`src/rtl/drom_readout_seq_pkg.sv`:
```
// Shared types and constants for the decode-ROM readout sequencer.
package drom_pkg;

  localparam int ADDR_W      = 5;
  localparam int DATA_W      = 16;
  localparam int CNT_W       = 4;
  localparam int IDLE_ADDR_C = 31;
  localparam int LAST_ADDR_C = 23;

  typedef enum logic [2:0] {
    IDLE,
    SETUP,
    CAPTURE,
    PUSH,
    NEXT
  } state_t;

  typedef enum logic {
    SWEEP,
    SINGLE
  } mode_t;

endpackage

```
`src/rtl/drom_readout_seq_if.sv`:
```
// Output word stream of the readout sequencer (valid/ready handshake).
// With RDO_PARITY_EN defined the stream also carries out_par.
interface drom_readout_seq_if;
  import drom_pkg::*;

  logic [DATA_W-1:0] out_data;
  logic [ADDR_W-1:0] out_addr;
  logic              out_valid;
  logic              out_ready;
`ifdef RDO_PARITY_EN
  logic              out_par;
`endif

  modport master (
    input  out_ready,
    output out_data, out_addr, out_valid
`ifdef RDO_PARITY_EN
    , out_par
`endif
  );

  modport slave (
    output out_ready,
    input  out_data, out_addr, out_valid
`ifdef RDO_PARITY_EN
    , out_par
`endif
  );

endinterface

```
`src/rtl/drom_settle_cnt.sv`:
```
// Loadable down-counter that times how long an address settles before capture.
module drom_settle_cnt
  import drom_pkg::*;
(
  input  logic             clk,
  input  logic             rst_n,
  input  logic             load,
  input  logic [CNT_W-1:0] load_val,
  input  logic             dec,
  output logic             zero
);

  logic [CNT_W-1:0] cnt;

  always_ff @(posedge clk or negedge rst_n) begin
    if (!rst_n) begin
      cnt <= '0;
    end else if (load) begin
      cnt <= load_val;
    end else if (dec && (cnt != '0)) begin
      cnt <= cnt - 1'b1;
    end
  end

  assign zero = (cnt == '0);

endmodule

```
`src/rtl/drom_readout_seq.sv`:
```
// Decode-ROM readout sequencer: sweeps or single-reads addresses and streams words out.
// Optional feature: define RDO_PARITY_EN to add out_par (even parity of {out_addr,out_data}).
module drom_readout_seq
  import drom_pkg::*;
#(
  parameter int SETTLE_CYCLES = 2,
  parameter int FIRST_ADDR    = 0,
  parameter int LAST_ADDR     = LAST_ADDR_C,
  parameter int IDLE_ADDR     = IDLE_ADDR_C
) (
  input  logic               clk,
  input  logic               rst_n,
  input  logic               start,
  input  logic               single_req,
  input  logic [ADDR_W-1:0]  single_addr,
  input  logic               abort,
  input  logic [DATA_W-1:0]  data_in,
  output logic [ADDR_W-1:0]  address,
  output logic               rd_strobe,
  output logic               busy,
  output logic               done,
  drom_readout_seq_if.master stream
);

  localparam logic [ADDR_W-1:0] FIRST_A     = ADDR_W'(FIRST_ADDR);
  localparam logic [ADDR_W-1:0] LAST_A      = ADDR_W'(LAST_ADDR);
  localparam logic [ADDR_W-1:0] IDLE_A      = ADDR_W'(IDLE_ADDR);
  localparam logic [CNT_W-1:0]  SETTLE_LOAD = CNT_W'(SETTLE_CYCLES - 1);

  state_t            state, state_nxt;
  mode_t             mode;
  logic [ADDR_W-1:0] cur_addr;
  logic [DATA_W-1:0] data_q;
  logic [ADDR_W-1:0] addr_q;
  logic              abort_pend;
  logic              cnt_load, cnt_dec, cnt_zero;
  logic              load_sweep, load_single, advance, set_pend;

  drom_settle_cnt u_settle (
    .clk      (clk),
    .rst_n    (rst_n),
    .load     (cnt_load),
    .load_val (SETTLE_LOAD),
    .dec      (cnt_dec),
    .zero     (cnt_zero)
  );

  always_ff @(posedge clk or negedge rst_n) begin
    if (!rst_n) state <= IDLE;
    else        state <= state_nxt;
  end

  always_comb begin
    state_nxt   = state;
    cnt_load    = 1'b0;
    cnt_dec     = 1'b0;
    rd_strobe   = 1'b0;
    done        = 1'b0;
    load_sweep  = 1'b0;
    load_single = 1'b0;
    advance     = 1'b0;
    set_pend    = 1'b0;
    case (state)
      IDLE: begin
        if (start) begin
          load_sweep = 1'b1;
          cnt_load   = 1'b1;
          state_nxt  = SETUP;
        end else if (single_req) begin
          load_single = 1'b1;
          cnt_load    = 1'b1;
          state_nxt   = SETUP;
        end
      end
      SETUP: begin
        if (abort) begin
          done      = 1'b1;
          state_nxt = IDLE;
        end else if (cnt_zero) begin
          state_nxt = CAPTURE;
        end else begin
          cnt_dec = 1'b1;
        end
      end
      CAPTURE: begin
        rd_strobe = 1'b1;
        set_pend  = abort;
        state_nxt = PUSH;
      end
      // An abort seen here or in CAPTURE is resolved in NEXT, after the word is taken.
      PUSH: begin
        set_pend = abort;
        if (stream.out_ready) state_nxt = NEXT;
      end
      NEXT: begin
        if (abort || abort_pend || (mode == SINGLE) || (cur_addr == LAST_A)) begin
          done      = 1'b1;
          state_nxt = IDLE;
        end else begin
          advance   = 1'b1;
          cnt_load  = 1'b1;
          state_nxt = SETUP;
        end
      end
      default: state_nxt = IDLE;
    endcase
  end

  always_ff @(posedge clk or negedge rst_n) begin
    if (!rst_n) begin
      cur_addr   <= IDLE_A;
      mode       <= SWEEP;
      data_q     <= '0;
      addr_q     <= '0;
      abort_pend <= 1'b0;
    end else begin
      if (load_sweep) begin
        cur_addr <= FIRST_A;
        mode     <= SWEEP;
      end else if (load_single) begin
        cur_addr <= single_addr;
        mode     <= SINGLE;
      end else if (advance) begin
        cur_addr <= cur_addr + 1'b1;
      end
      if (rd_strobe) begin
        data_q <= data_in;
        addr_q <= cur_addr;
      end
      if (state_nxt == IDLE) abort_pend <= 1'b0;
      else if (set_pend)     abort_pend <= 1'b1;
    end
  end

`ifdef RDO_PARITY_EN
  logic par_q;

  always_ff @(posedge clk or negedge rst_n) begin
    if (!rst_n)         par_q <= 1'b0;
    else if (rd_strobe) par_q <= ^{cur_addr, data_in};
  end

  assign stream.out_par = par_q;
`endif

  assign address          = (state == IDLE) ? IDLE_A : cur_addr;
  assign busy             = (state != IDLE);
  assign stream.out_valid = (state == PUSH);
  assign stream.out_data  = data_q;
  assign stream.out_addr  = addr_q;

endmodule

```
`src/flat_wrapper.sv`:
```
// flat-port wrapper written by rule: the top's interface ports become plain ports
module drom_readout_seq_flat import drom_pkg::*;
#(
  parameter int SETTLE_CYCLES = 2,
  parameter int FIRST_ADDR    = 0,
  parameter int LAST_ADDR     = LAST_ADDR_C,
  parameter int IDLE_ADDR     = IDLE_ADDR_C
)
  (clk, rst_n, start, single_req, single_addr, abort, data_in, address, rd_strobe, busy, done, stream_out_ready, stream_out_data, stream_out_addr, stream_out_valid);
  drom_readout_seq_if stream_i ();
  input  logic clk;
  input  logic rst_n;
  input  logic start;
  input  logic single_req;
  input  logic [ADDR_W-1:0] single_addr;
  input  logic abort;
  input  logic [DATA_W-1:0] data_in;
  output logic [ADDR_W-1:0] address;
  output logic rd_strobe;
  output logic busy;
  output logic done;
  input wire logic [$bits(stream_i.out_ready)-1:0] stream_out_ready;
  output wire logic [$bits(stream_i.out_data)-1:0] stream_out_data;
  output wire logic [$bits(stream_i.out_addr)-1:0] stream_out_addr;
  output wire logic [$bits(stream_i.out_valid)-1:0] stream_out_valid;
  assign stream_i.out_ready = stream_out_ready;
  assign stream_out_data = stream_i.out_data;
  assign stream_out_addr = stream_i.out_addr;
  assign stream_out_valid = stream_i.out_valid;
  drom_readout_seq #(.SETTLE_CYCLES(SETTLE_CYCLES), .FIRST_ADDR(FIRST_ADDR), .LAST_ADDR(LAST_ADDR), .IDLE_ADDR(IDLE_ADDR)) u_core (.clk(clk), .rst_n(rst_n), .start(start), .single_req(single_req), .single_addr(single_addr), .abort(abort), .data_in(data_in), .address(address), .rd_strobe(rd_strobe), .busy(busy), .done(done), .stream(stream_i));
endmodule
```
`config.mk`:
```
export PLATFORM = sky130hd
export DESIGN_NAME = drom_readout_seq_flat
export DESIGN_NICKNAME = d
export VERILOG_FILES = /design/src/rtl/drom_readout_seq_pkg.sv /design/src/rtl/drom_readout_seq_if.sv /design/src/rtl/drom_settle_cnt.sv /design/src/rtl/drom_readout_seq.sv /design/src/flat_wrapper.sv
export SDC_FILE = /design/constraint.sdc
export NUM_CORES = 1
export LEC_CHECK = 0
export ABC_AREA = 0
export BUFFER_PORTS_ARGS = -buffer_cell sky130_fd_sc_hd__buf_2
export CAP_MARGIN = 20
export CORE_MARGIN = 8
export CORE_UTILIZATION = 50
export CTS_CLUSTER_DIAMETER = 50
export CTS_CLUSTER_SIZE = 20
export DETAILED_ROUTE_END_ITERATION = 16
export PLACE_DENSITY_LB_ADDON = 0.3
export SLEW_MARGIN = 20
export SYNTH_ARGS = -nofsm -noshare
export SYNTH_HDL_FRONTEND = slang
export SYNTH_SLANG_ARGS = --single-unit
export TNS_END_PERCENT = 5
```
`constraint.sdc`:
```
create_clock -name clk -period 2.1 [get_ports clk]
set_input_delay 0.315 -clock clk [delete_from_list [all_inputs] [get_ports clk]]
set_output_delay 0.315 -clock clk [all_outputs]
set_load 0.1 [all_outputs]
```
==> impl_metrics.env <==
export IMPL_first_iter_violations=82
export IMPL_via_count=1417
export IMPL_ys_types=43
export IMPL_setup_viol_count_final=1
export IMPL_cts_tree="done"
export IMPL_worstSetupPathType="reg -> out"
export IMPL_gp_congestion=0.947
export IMPL_ys_seq_elements=35
export IMPL_worst_pin_slew_ns=0.759
export IMPL_setup_slack_ns=-0.0441
export IMPL_synthTopCellsByArea="dfrtp_1 43%, mux2_1 13%, dfstp_2 7.5%"
export IMPL_htreeDepth=2
export IMPL_synth_fp_nets=180
export IMPL_crit_required_ns=1.78
export IMPL_antenna_cells=0
export IMPL_min_period_over_period=1.02
export IMPL_ios=57
export IMPL_antenna_left=0
export IMPL_cts_root_buffer="clkbuf_4"
export IMPL_synth_top_area_frac=0.426
export IMPL_clkSinkCount=35
export IMPL_die_y_um=75.4
export IMPL_hold_viol=0
export IMPL_synth_commonest_cells="30 x dfrtp_1, 21 x mux2_1, 10 x nand2_1"
export IMPL_synthToLayoutAreaGrowth_pct=29.3
export IMPL_synth_edf_count=0
export IMPL_drtPass1Iterations=5
export IMPL_fin_crit_ns=2.14
export IMPL_grtUsageTotal=0.159
export IMPL_initial_core_util=0.524
export IMPL_cts_buffers=5
export IMPL_drc_errors=0
export IMPL_drive_gt1_frac=0.396
export IMPL_finClkSkew_ns=0.0110
export IMPL_cp_data_arrival_time_ns=1.83
export IMPL_synth_most_common_cell="dfrtp_1"
export IMPL_hold_path_class="in -> async"
export IMPL_grt_pass1_wl_mm=6.87
export IMPL_place_ws_ns=0.241
export IMPL_rows=21
export IMPL_fmax_mhz=466
export IMPL_layout_nets=241
export IMPL_cp_max_fo=3
export IMPL_fp_dieArea_um2=5680
export IMPL_violations="negative setup slack"
export IMPL_grt_pass1_vias=1476
export IMPL_rsz0062_at_grt="yes"
export IMPL_clk_path_buf_depth=2
export IMPL_synth_area_um2=1760
export IMPL_clk_pin_slew_ns=0.11
export IMPL_yosysWarnings=0
export IMPL_synth_main_ff_cell="dfrtp_1"
export IMPL_relSlewSlack=0.494
export IMPL_avgSynthCellArea_um2=11.7
export IMPL_synthCells=151
export IMPL_slew_viol_final=0
export IMPL_cap_viol_max_count=0
export IMPL_start_kind="flip-flop"
export IMPL_status="complete, but fails checks"
export IMPL_dieWidth_um=75.4
export IMPL_grt_max_degree=36
export IMPL_port_buffers=56
export IMPL_core_area_um2=3360
export IMPL_wirelength_mm=4.20
export IMPL_clk_latency_ns=0.34
export IMPL_synth_seq_area_share=0.500
export IMPL_grt_overflow_total=0
export IMPL_crit_path_end_kind="primary output"
export IMPL_synth_largest_area_cell="dfrtp_1"
export IMPL_dp_hpwl_mm=3.15
export IMPL_antenna_found_initial=0
export IMPL_via_per_inst=5.49
export IMPL_wl_per_cell_um=16.3
export IMPL_fillers=284
export IMPL_async_reset_ff_frac=1.00
[cell usage in the layout, fill, tap and decap left out, types with 2 or more instances in the layout]
cell / n
buf_4: 5
mux2_1: 21
buf_2: 48
xor2_1: 3
nor4b_4: 2
nand2b_1: 5
nand4b_1: 2
and2_1: 3
buf_12: 8
dfrtp_1: 30
inv_1: 3
nor3_1: 3
a21oi_1: 6
o21ai_0: 3
o22ai_1: 3
and3_1: 2
clkbuf_4: 6
nor2_1: 7
nand2_1: 10
a32o_1: 2
nor2b_1: 2
nand3_1: 8
dfstp_2: 5
[path summary, 6_finish.rpt]
check,end,cells past startpoint,start,slack (ns)
setup reg to reg,u_core.cur_addr[4],4,u_core.state[2],0.36
setup / recovery,done,6,u_core.cur_addr[0],-0.04
max in group asynchronous,u_core.stream.out_data[11],1,rst_n,1.58
min in group clk,u_core.stream.out_data[9],2,data_in[9],0.19
hold / removal,u_core.stream.out_addr[0],1,rst_n,0.04
hold reg to reg,u_core.stream.out_data[3],1,u_core.stream.out_data[3],0.49
[per-layer routing]
metal  global-route usage  part of all wire  up-vias
met3               0.0461              0.10       15
li1                     -                 -      661
met5                    0                 0        -
met1                0.187              0.40      683
met4               0.0938             0.030        0
met2                0.253              0.47       58
[worst max-delay path: stages, from the launching register on]
cell and delay, ns:
dfstp_2 0.57, ha_4 0.14, nand4b_1 0.12, a21oi_1 0.16, nand2_1 0.09, a21oi_2 0.21
buf_12 0.19
[flip-flops by register name, summed over array words and instances (netlist names)]
signal	flops
u_core.stream.out_data	16
u_core.cur_addr	5
u_core.stream.out_addr	5
u_core.u_settle.cnt	4
u_core.state	3
u_core.abort_pend	1
u_core.mode	1
[logic make-up (layout without fill, tap and decap cells)]
group | Yosys count | in the layout | share of synthesized area
and+or+nand+nor | 52 | 52 | 0.189
DFF | 35 | 35 | 0.500
AOI/OAI and AO/OA | 25 | 25 | 0.0994
muxes | 21 | 21 | 0.134
buffers and inverters | 12 | 73 | 0.0433
xor gates and xnor gates | 4 | 4 | 0.0199
adders and majority gates | 2 | 2 | 0.0142
[through the flow]
stage               std cells  instance area [µm²]  TNS (ns)  utilization  hold slack [ns]
finish                    258                 2280   -0.0441        0.678           0.0374
global route              258                 2280    -0.200        0.678           0.0929
CTS                       258                 2280   -0.0468        0.677           0.0575
detailed placement        248                 2190         0        0.650            0.424
global placement          248                 2190         0        0.650            0.405
floorplan                 151                 1770    -0.570            -           0.0194
[timing repair]
action / 4_1_cts / 5_1_grt
gates resized for setup: 2 / 1
gates cloned: 0 / 0
buffers inserted: 3 / 0
endpoints found under the hold margin: 0 / 0
setup endpoints to repair: 1 / 3
pin swaps: 3 / 3
hold buffers: 0 / 0
[area by class of cell]
cell class,count,area (µm²),share of cell area
inverter,4,15.0,0.00659
tap,46,57.6,0.0252
clock buffer,6,51.3,0.0225
sequential,35,882,0.387
multi-input combinational,104,823,0.361
timing repair buffer,62,445,0.195
clock inverter,1,5.00,0.00220
Power is not shown: default switching activity piles up to over one toggle a cycle in this logic, so the estimate is an artifact.
